[config.mk]
export PLATFORM = sky130hd
export DESIGN_NAME = muldiv_unit_flat
export DESIGN_NICKNAME = d
export VERILOG_FILES = /design/src/rtl/muldiv_unit_if.sv /design/src/rtl/muldiv_unit.sv /design/src/flat_wrapper.sv
export SDC_FILE = /design/constraint.sdc
export NUM_CORES = 1
export LEC_CHECK = 0
export ABC_CLOCK_PERIOD_IN_PS = 3200
export BUFFER_PORTS_ARGS = -buffer_cell sky130_fd_sc_hd__buf_2
export CORE_ASPECT_RATIO = 1.1
export CORE_MARGIN = 3
export CORE_UTILIZATION = 58
export CTS_BUF_LIST = sky130_fd_sc_hd__clkbuf_4
export DETAILED_ROUTE_END_ITERATION = 6
export GPL_TIMING_DRIVEN = 0
export PLACE_DENSITY = 0.8
export SLEW_MARGIN = 25
export SYNTH_ARGS = -nofsm -noshare
export SYNTH_HDL_FRONTEND = slang
export SYNTH_SLANG_ARGS = --single-unit
[constraint.sdc]
create_clock -name clk -period 3.2 [get_ports clk]
set_input_delay 0.64 -clock clk [delete_from_list [all_inputs] [get_ports clk]]
set_output_delay 0.64 -clock clk [all_outputs]
set_load 0.005 [all_outputs]
[src/rtl/muldiv_unit_if.sv]
// ============================================================================
// Module   : muldiv_unit_if
// Purpose  : Issue/result handshake bundle between the execute stage and
//            the multi-cycle multiply/divide unit.
// Revision : 1.0
// ============================================================================
`default_nettype none

interface muldiv_unit_if #(
    parameter int Bit_Width = 32
);
    logic                 flush;
    logic                 in_valid;
    logic                 in_ready;
    logic [Bit_Width-1:0] A;
    logic [Bit_Width-1:0] B;
    logic [2:0]           md_sel;
    logic                 out_valid;
    logic                 out_ready;
    logic [Bit_Width-1:0] md_result;

    modport master (
        output flush, in_valid, A, B, md_sel, out_ready,
        input  in_ready, out_valid, md_result
    );

    modport slave (
        input  flush, in_valid, A, B, md_sel, out_ready,
        output in_ready, out_valid, md_result
    );
endinterface

`default_nettype wire

[src/rtl/muldiv_unit.sv]
// ============================================================================
// Module   : muldiv_unit
// Purpose  : RV32M multiply/divide, one result bit per cycle (shift-add
//            multiply, restoring divide) with valid/ready handshakes.
// Revision : 1.0
// ============================================================================
`default_nettype none

module muldiv_unit #(
    parameter int Bit_Width = 32
) (
    input  wire logic      clk,
    input  wire logic      rst_n,
    muldiv_unit_if.slave   bus
);
    localparam int W     = Bit_Width;
    localparam int CNT_W = $clog2(Bit_Width);

    typedef enum logic [1:0] {
        S_IDLE = 2'd0,
        S_BUSY = 2'd1,
        S_FIX  = 2'd2,
        S_DONE = 2'd3
    } state_t;

    state_t           r_state;
    state_t           w_next;
    logic [CNT_W-1:0] r_cnt;
    logic [W-1:0]     r_a_mag;
    logic [W-1:0]     r_b_mag;
    logic [2:0]       r_sel;
    logic             r_sa;
    logic             r_sb;
    logic [2*W-1:0]   r_acc;
    logic [W-1:0]     r_result;

    // ---------------- accept-time decode ----------------
    logic         w_accept;
    logic         w_is_div;
    logic         w_a_signed;
    logic         w_b_signed;
    logic         w_sa;
    logic         w_sb;
    logic [W-1:0] w_a_mag;
    logic [W-1:0] w_b_mag;
    logic         w_div0;
    logic         w_ovf;
    logic         w_special;
    logic [W-1:0] w_special_res;

    assign w_accept   = bus.in_valid && (r_state == S_IDLE) && !bus.flush;
    assign w_is_div   = bus.md_sel[2];
    assign w_a_signed = (bus.md_sel == 3'd1) || (bus.md_sel == 3'd2) ||
                        (bus.md_sel == 3'd4) || (bus.md_sel == 3'd6);
    assign w_b_signed = (bus.md_sel == 3'd1) || (bus.md_sel == 3'd4) ||
                        (bus.md_sel == 3'd6);
    assign w_sa       = w_a_signed && bus.A[W-1];
    assign w_sb       = w_b_signed && bus.B[W-1];
    assign w_a_mag    = w_sa ? -bus.A : bus.A;
    assign w_b_mag    = w_sb ? -bus.B : bus.B;
    assign w_div0     = w_is_div && (bus.B == '0);
    assign w_ovf      = w_is_div && !bus.md_sel[0] &&
                        (bus.A == {1'b1, {(W-1){1'b0}}}) && (bus.B == '1);
    assign w_special  = w_div0 || w_ovf;

    // md_sel[1] selects remainder, md_sel[0] selects unsigned
    always_comb begin
        w_special_res = '0;
        if (w_div0)
            w_special_res = bus.md_sel[1] ? bus.A : '1;
        else if (w_ovf)
            w_special_res = bus.md_sel[1] ? '0 : bus.A;
    end

    // ---------------- iteration step ----------------
    logic [W:0]     w_mul_sum;
    logic [2*W-1:0] w_mul_next;
    logic [W:0]     w_div_shift;
    logic [W:0]     w_div_diff;
    logic [2*W-1:0] w_div_next;
    logic [2*W-1:0] w_step;

    // Multiply: {hi, multiplier} shifts right, multiplicand added into hi.
    assign w_mul_sum   = {1'b0, r_acc[2*W-1:W]} + (r_acc[0] ? {1'b0, r_a_mag} : '0);
    assign w_mul_next  = {w_mul_sum, r_acc[W-1:1]};
    // Divide: {remainder, quotient} shifts left, quotient bits enter at LSB.
    assign w_div_shift = r_acc[2*W-1:W-1];
    assign w_div_diff  = w_div_shift - {1'b0, r_b_mag};
    assign w_div_next  = w_div_diff[W] ? {w_div_shift[W-1:0], r_acc[W-2:0], 1'b0}
                                       : {w_div_diff[W-1:0],  r_acc[W-2:0], 1'b1};
    assign w_step      = r_sel[2] ? w_div_next : w_mul_next;

    // ---------------- sign correction / result select ----------------
    logic [2*W-1:0] w_prod;
    logic [W-1:0]   w_quot;
    logic [W-1:0]   w_rem;
    logic [W-1:0]   w_fix_res;

    assign w_prod = (r_sa ^ r_sb) ? -r_acc : r_acc;
    assign w_quot = r_acc[W-1:0];
    assign w_rem  = r_acc[2*W-1:W];

    always_comb begin
        w_fix_res = '0;
        case (r_sel)
            3'd0:                w_fix_res = w_prod[W-1:0];
            3'd1, 3'd2, 3'd3:    w_fix_res = w_prod[2*W-1:W];
            3'd4, 3'd5:          w_fix_res = (r_sa ^ r_sb) ? -w_quot : w_quot;
            default:             w_fix_res = r_sa ? -w_rem : w_rem;
        endcase
    end

    // ---------------- control FSM ----------------
    always_ff @(posedge clk or negedge rst_n) begin
        if (!rst_n)
            r_state <= S_IDLE;
        else
            r_state <= w_next;
    end

    always_comb begin
        w_next = r_state;
        case (r_state)
            S_IDLE: if (w_accept) w_next = w_special ? S_DONE : S_BUSY;
            S_BUSY: if (r_cnt == CNT_W'(W-1)) w_next = S_FIX;
            S_FIX:  w_next = S_DONE;
            S_DONE: if (bus.out_ready) w_next = S_IDLE;
            default: w_next = S_IDLE;
        endcase
        if (bus.flush)
            w_next = S_IDLE;
    end

    // ---------------- datapath registers ----------------
    always_ff @(posedge clk or negedge rst_n) begin
        if (!rst_n) begin
            r_cnt    <= '0;
            r_a_mag  <= '0;
            r_b_mag  <= '0;
            r_sel    <= '0;
            r_sa     <= 1'b0;
            r_sb     <= 1'b0;
            r_acc    <= '0;
            r_result <= '0;
        end else begin
            case (r_state)
                S_IDLE: begin
                    if (w_accept) begin
                        r_cnt   <= '0;
                        r_a_mag <= w_a_mag;
                        r_b_mag <= w_b_mag;
                        r_sel   <= bus.md_sel;
                        r_sa    <= w_sa;
                        r_sb    <= w_sb;
                        r_acc   <= {{W{1'b0}}, (w_is_div ? w_a_mag : w_b_mag)};
                        if (w_special)
                            r_result <= w_special_res;
                    end
                end
                S_BUSY: begin
                    r_acc <= w_step;
                    r_cnt <= r_cnt + CNT_W'(1);
                end
                S_FIX:   r_result <= w_fix_res;
                default: ;
            endcase
        end
    end

    assign bus.in_ready  = (r_state == S_IDLE);
    assign bus.out_valid = (r_state == S_DONE);
    assign bus.md_result = r_result;

endmodule

`default_nettype wire

[src/flat_wrapper.sv]
// flat-port wrapper written by rule: the top's interface ports become plain ports
module muldiv_unit_flat 
#(
    parameter int Bit_Width = 32
)
  (clk, rst_n, bus_flush, bus_in_valid, bus_A, bus_B, bus_md_sel, bus_out_ready, bus_in_ready, bus_out_valid, bus_md_result);
  muldiv_unit_if #(.Bit_Width(Bit_Width)) bus_i ();
  input  wire logic clk;
  input  wire logic rst_n;
  input wire logic [$bits(bus_i.flush)-1:0] bus_flush;
  input wire logic [$bits(bus_i.in_valid)-1:0] bus_in_valid;
  input wire logic [$bits(bus_i.A)-1:0] bus_A;
  input wire logic [$bits(bus_i.B)-1:0] bus_B;
  input wire logic [$bits(bus_i.md_sel)-1:0] bus_md_sel;
  input wire logic [$bits(bus_i.out_ready)-1:0] bus_out_ready;
  output wire logic [$bits(bus_i.in_ready)-1:0] bus_in_ready;
  output wire logic [$bits(bus_i.out_valid)-1:0] bus_out_valid;
  output wire logic [$bits(bus_i.md_result)-1:0] bus_md_result;
  assign bus_i.flush = bus_flush;
  assign bus_i.in_valid = bus_in_valid;
  assign bus_i.A = bus_A;
  assign bus_i.B = bus_B;
  assign bus_i.md_sel = bus_md_sel;
  assign bus_i.out_ready = bus_out_ready;
  assign bus_in_ready = bus_i.in_ready;
  assign bus_out_valid = bus_i.out_valid;
  assign bus_md_result = bus_i.md_result;
  muldiv_unit #(.Bit_Width(Bit_Width)) u_core (.clk(clk), .rst_n(rst_n), .bus(bus_i));
endmodule
==> qor.txt <==
run status = complete, but fails checks
violated checks = design-rule violations, negative setup slack
Sequential Area = 0.00432 mm2
Worst Setup Start Kind = register
Arrival @ worst endpoint = 3.90 ns
number of primary I/O pins = 106
normalized max-slew margin = 29.9%
power density normalized to cell area = 1120 mW/mm2
maximum VDD drop = 746 uV
distinct cell type count after synthesis = 76
CTS HTree Levels = 4
number of synthesized flops with an enable pin = 0
setup ws final = -0.167 ns
vias in the first global route = 16700
number of vias in the routed layout = 18100
slew of the pin with the lowest slew margin = 1.05 ns
endpoints failing hold = 0
worst min path class = input pin to register
clock insertion delay at the later pin of the skew report = 0.66 ns
critical path's top delay family = compound AO/OA/AOI/OAI gates
initial antenna violation count = 2
setup slack at placement = -0.999 ns
total area of multi-input combinational cells = 0.0117 mm2
Crit Path Class = register to register
max_cap viols = 0
Flop pwr share = 18.4%
Floorplan Core Area = 0.0265 mm2
total congestion overflow after global routing = 0
maximum number of pins on one net before global-route repair = 76
DRC violation total after the first TritonRoute iteration = 2821
Site Rows = 62
overall track demand over capacity in global routing = 45.0%
CP max stage delay = 0.50 ns
total clock buffers created by CTS = 17
Tcrit/Tclk final = 105%
overall die area = 0.0292 mm2
leak pwr = 8.28 nW
leading cell types in the layout, fill and taps excluded = nor2_1, a21oi_1, nand2_1
RD Place Congestion = 1.09
vias per std cell = 6.94
CP Max Fanout = 10
worst clock skew on the final layout = 0.0324 ns
final-report setup violation count = 40
# nets final = 2395
Layout Cells excl Fill = 2612
half-perimeter wire length of the detailed placement result = 51400 um
share of the yosys chip area belonging to registers = 27.3%
Net Sw Frac = 56.1%
count of nets left with antenna violations after detail routing = 0
first-pass iteration count of the detailed router = 7
part of the total power dissipated in the clock network = 6.3%
Mapped Avg Cell Area = 7.74 um2
Worst path slowest cell = dfrtp_2
detailed-route wire length per cell = 26.5 um
buffer type at the clock tree root = clkbuf_4
layout cell share with drive strength beyond 1 = 22.8%
total wire length = 69200 um
data required time at the worst endpoint = 3.73 ns
drt drc = 14
number of buffers and inverters on the critical path = 1
number of nets in the synthesized netlist = 2185
Die Width = 163 um
summed instance area of the synthesized netlist = 0.0158 mm2
synthesized flop and latch total = 172
internal power of the cells = 9.52 mW
worst-case clock buffer depth = 2
net switching power = 12.2 mW
IO buf count = 105
critical path capture point type = register
wire length of the first global-routing pass = 98500 um
Chip Height = 179 um
initial core utilization = 59.6%
Adder-Cell Fraction of Synth Area = 6.21%
series of cell instances along the critical path = clkbuf_8, and2_1, ha_4, o21ai_0, nor2_1, o311a_1, a2111oi_1, nor2_1, a21oi_2, o31ai_2, a21o_1, xnor2_1, o221ai_1
Simple-Gate Fraction of Synth Area = 19.6%
post-layout utilization of the core = 72.9%
CTS clk-pin slew, worst paths = 0.19 ns
synthesized instance count = 2036
placed instance count = 2495
logic gate share of total power = 75.3%
largest family of logic cells by synthesized area = compound AO/OA/AOI/OAI gates
unrepaired setup endpoints after global routing = true
# fillers = 2061
area growth from synthesis to layout = 22.5%
share of synthesized area spent on multiplexers = 4.34%
most frequent cell on the critical path = nor2_1
Sink Count = 172
post-synthesis share of cell area spent on xor and xnor gates = 10.2%
min cycle time layout = 3.37 ns
max frequency = 0.297 GHz
fraction of the mapped netlist area in compound gates = 27.2%
prevailing post-synth register cell = dfrtp_1
FFs w/ async S/R, synth = 100%
number of pins with negative max-slew slack in the final report = 0
Ys Warns = 0
CTS tree = done
power by group through the flow:
stage	clock (mW)	combinational, mW	sequential [mW]
global route	1.40	17.2	4.06
finish	1.37	16.3	3.99
global placement	0	12.5	3.94
floorplan	0	8.94	3.68
detailed placement	0	12.7	3.98
CTS	1.33	14.0	3.91
area by class of cell:
type	instances	share of cell area (%)
Antenna cell	1	0.0130
Buffer	133	3.92
Clock buffer	17	0.662
Clock inverter	15	0.772
Inverter	59	1.19
Multi-Input combinational cell	1663	60.9
Sequential cell	172	22.4
Tap cell	352	2.28
Timing Repair Buffer	200	7.87
per-stage QoR:
stage	setup TNS [ns]	hold WS [ns]	cell area, um2	total power [mW]
floorplan	-3.57	0.344	15800	12.6
global placement	-275.78	0.459	16800	16.4
detailed placement	-67.63	0.464	16900	16.7
CTS	-0.169	0.158	18000	19.3
global route	-5.43	0.160	19300	22.7
finish	-2.35	0.159	19300	21.7
synthesized netlist by cell type (29+ instances only):
cell,count,area share [%]
inv_1,58,1.4
dfrtp_1,172,27
nor3_1,55,1.7
o21ai_0,188,6.0
nand3_1,29,0.92
a21oi_1,200,6.4
nor2_1,195,4.6
ha_1,75,6.0
a31oi_1,33,1.3
xor2_1,82,4.6
a211oi_1,35,1.7
a21o_1,38,1.8
xnor2_1,101,5.6
and2_1,42,1.7
mux2i_1,47,3.0
clkbuf_1,118,2.8
nand2_1,189,4.5
state kept, by name, summed over array words and instances (netlist names):
| name | cells |
|---|---|
| u_core.r_sb | 1 |
| u_core.r_acc | 64 |
| u_core.r_sa | 1 |
| u_core.r_cnt | 5 |
| u_core.r_b_mag | 32 |
| u_core.r_state | 2 |
| u_core.bus.md_result | 32 |
| u_core.r_a_mag | 32 |
| u_core.r_sel | 3 |
worst reg2reg max path: cells and delay by family, from the launching register on:
| family | cells | cell delay (ns) |
|---|---|---|
| compound gates | 7 | 1.70 |
| xor+xnor | 1 | 0.19 |
| fa+ha+maj | 1 | 0.26 |
| buf+inv | 1 | 0.18 |
| flops | 1 | 0.50 |
| simple gates | 3 | 0.42 |
layer usage:
layer	wire length, um	track usage [%]	vias to the layer above
met3	9150	12.1	320
met1	26500	59.8	8593
met4	5010	24.8	0
met2	28500	66.5	1407
met5	0	0	-
li1	-	-	7817
cells by family after synthesis:
group           after synthesis
mux                          66
buf+inv                     201
simple gates                647
xor+xnor                    183
fa+ha+maj                    77
compound gates              690
flops                       172
final timing paths:
kind / startpoint / to / slack (ns) / cells past startpoint
max in group asynchronous: rst_n / u_core.r_acc[13] / 1.65 / 4
min in group asynchronous: rst_n / u_core.r_acc[59] / 0.42 / 2
worst max register to register: u_core.r_acc[0] / u_core.r_acc[55] / -0.17 / 13
worst min-delay path: bus_flush / u_core.r_state[1] / 0.16 / 2
worst min register to register: u_core.r_a_mag[4] / u_core.r_a_mag[4] / 0.50 / 2
worst max-delay path: u_core.r_acc[0] / u_core.r_acc[55] / -0.17 / 13
what timing repair did:
item / 4_1_cts / 5_1_grt
endpoints found under the setup margin: 75 / 108
cloned: 0 / 8
hold buffers: 1 / 0
hold endpoints to repair: 45 / 0
gates resized for setup: 131 / 239
pin swaps: 38 / 91
setup buffers: 43 / 41
No activity file was read; power rests on OpenSTA's default activity.
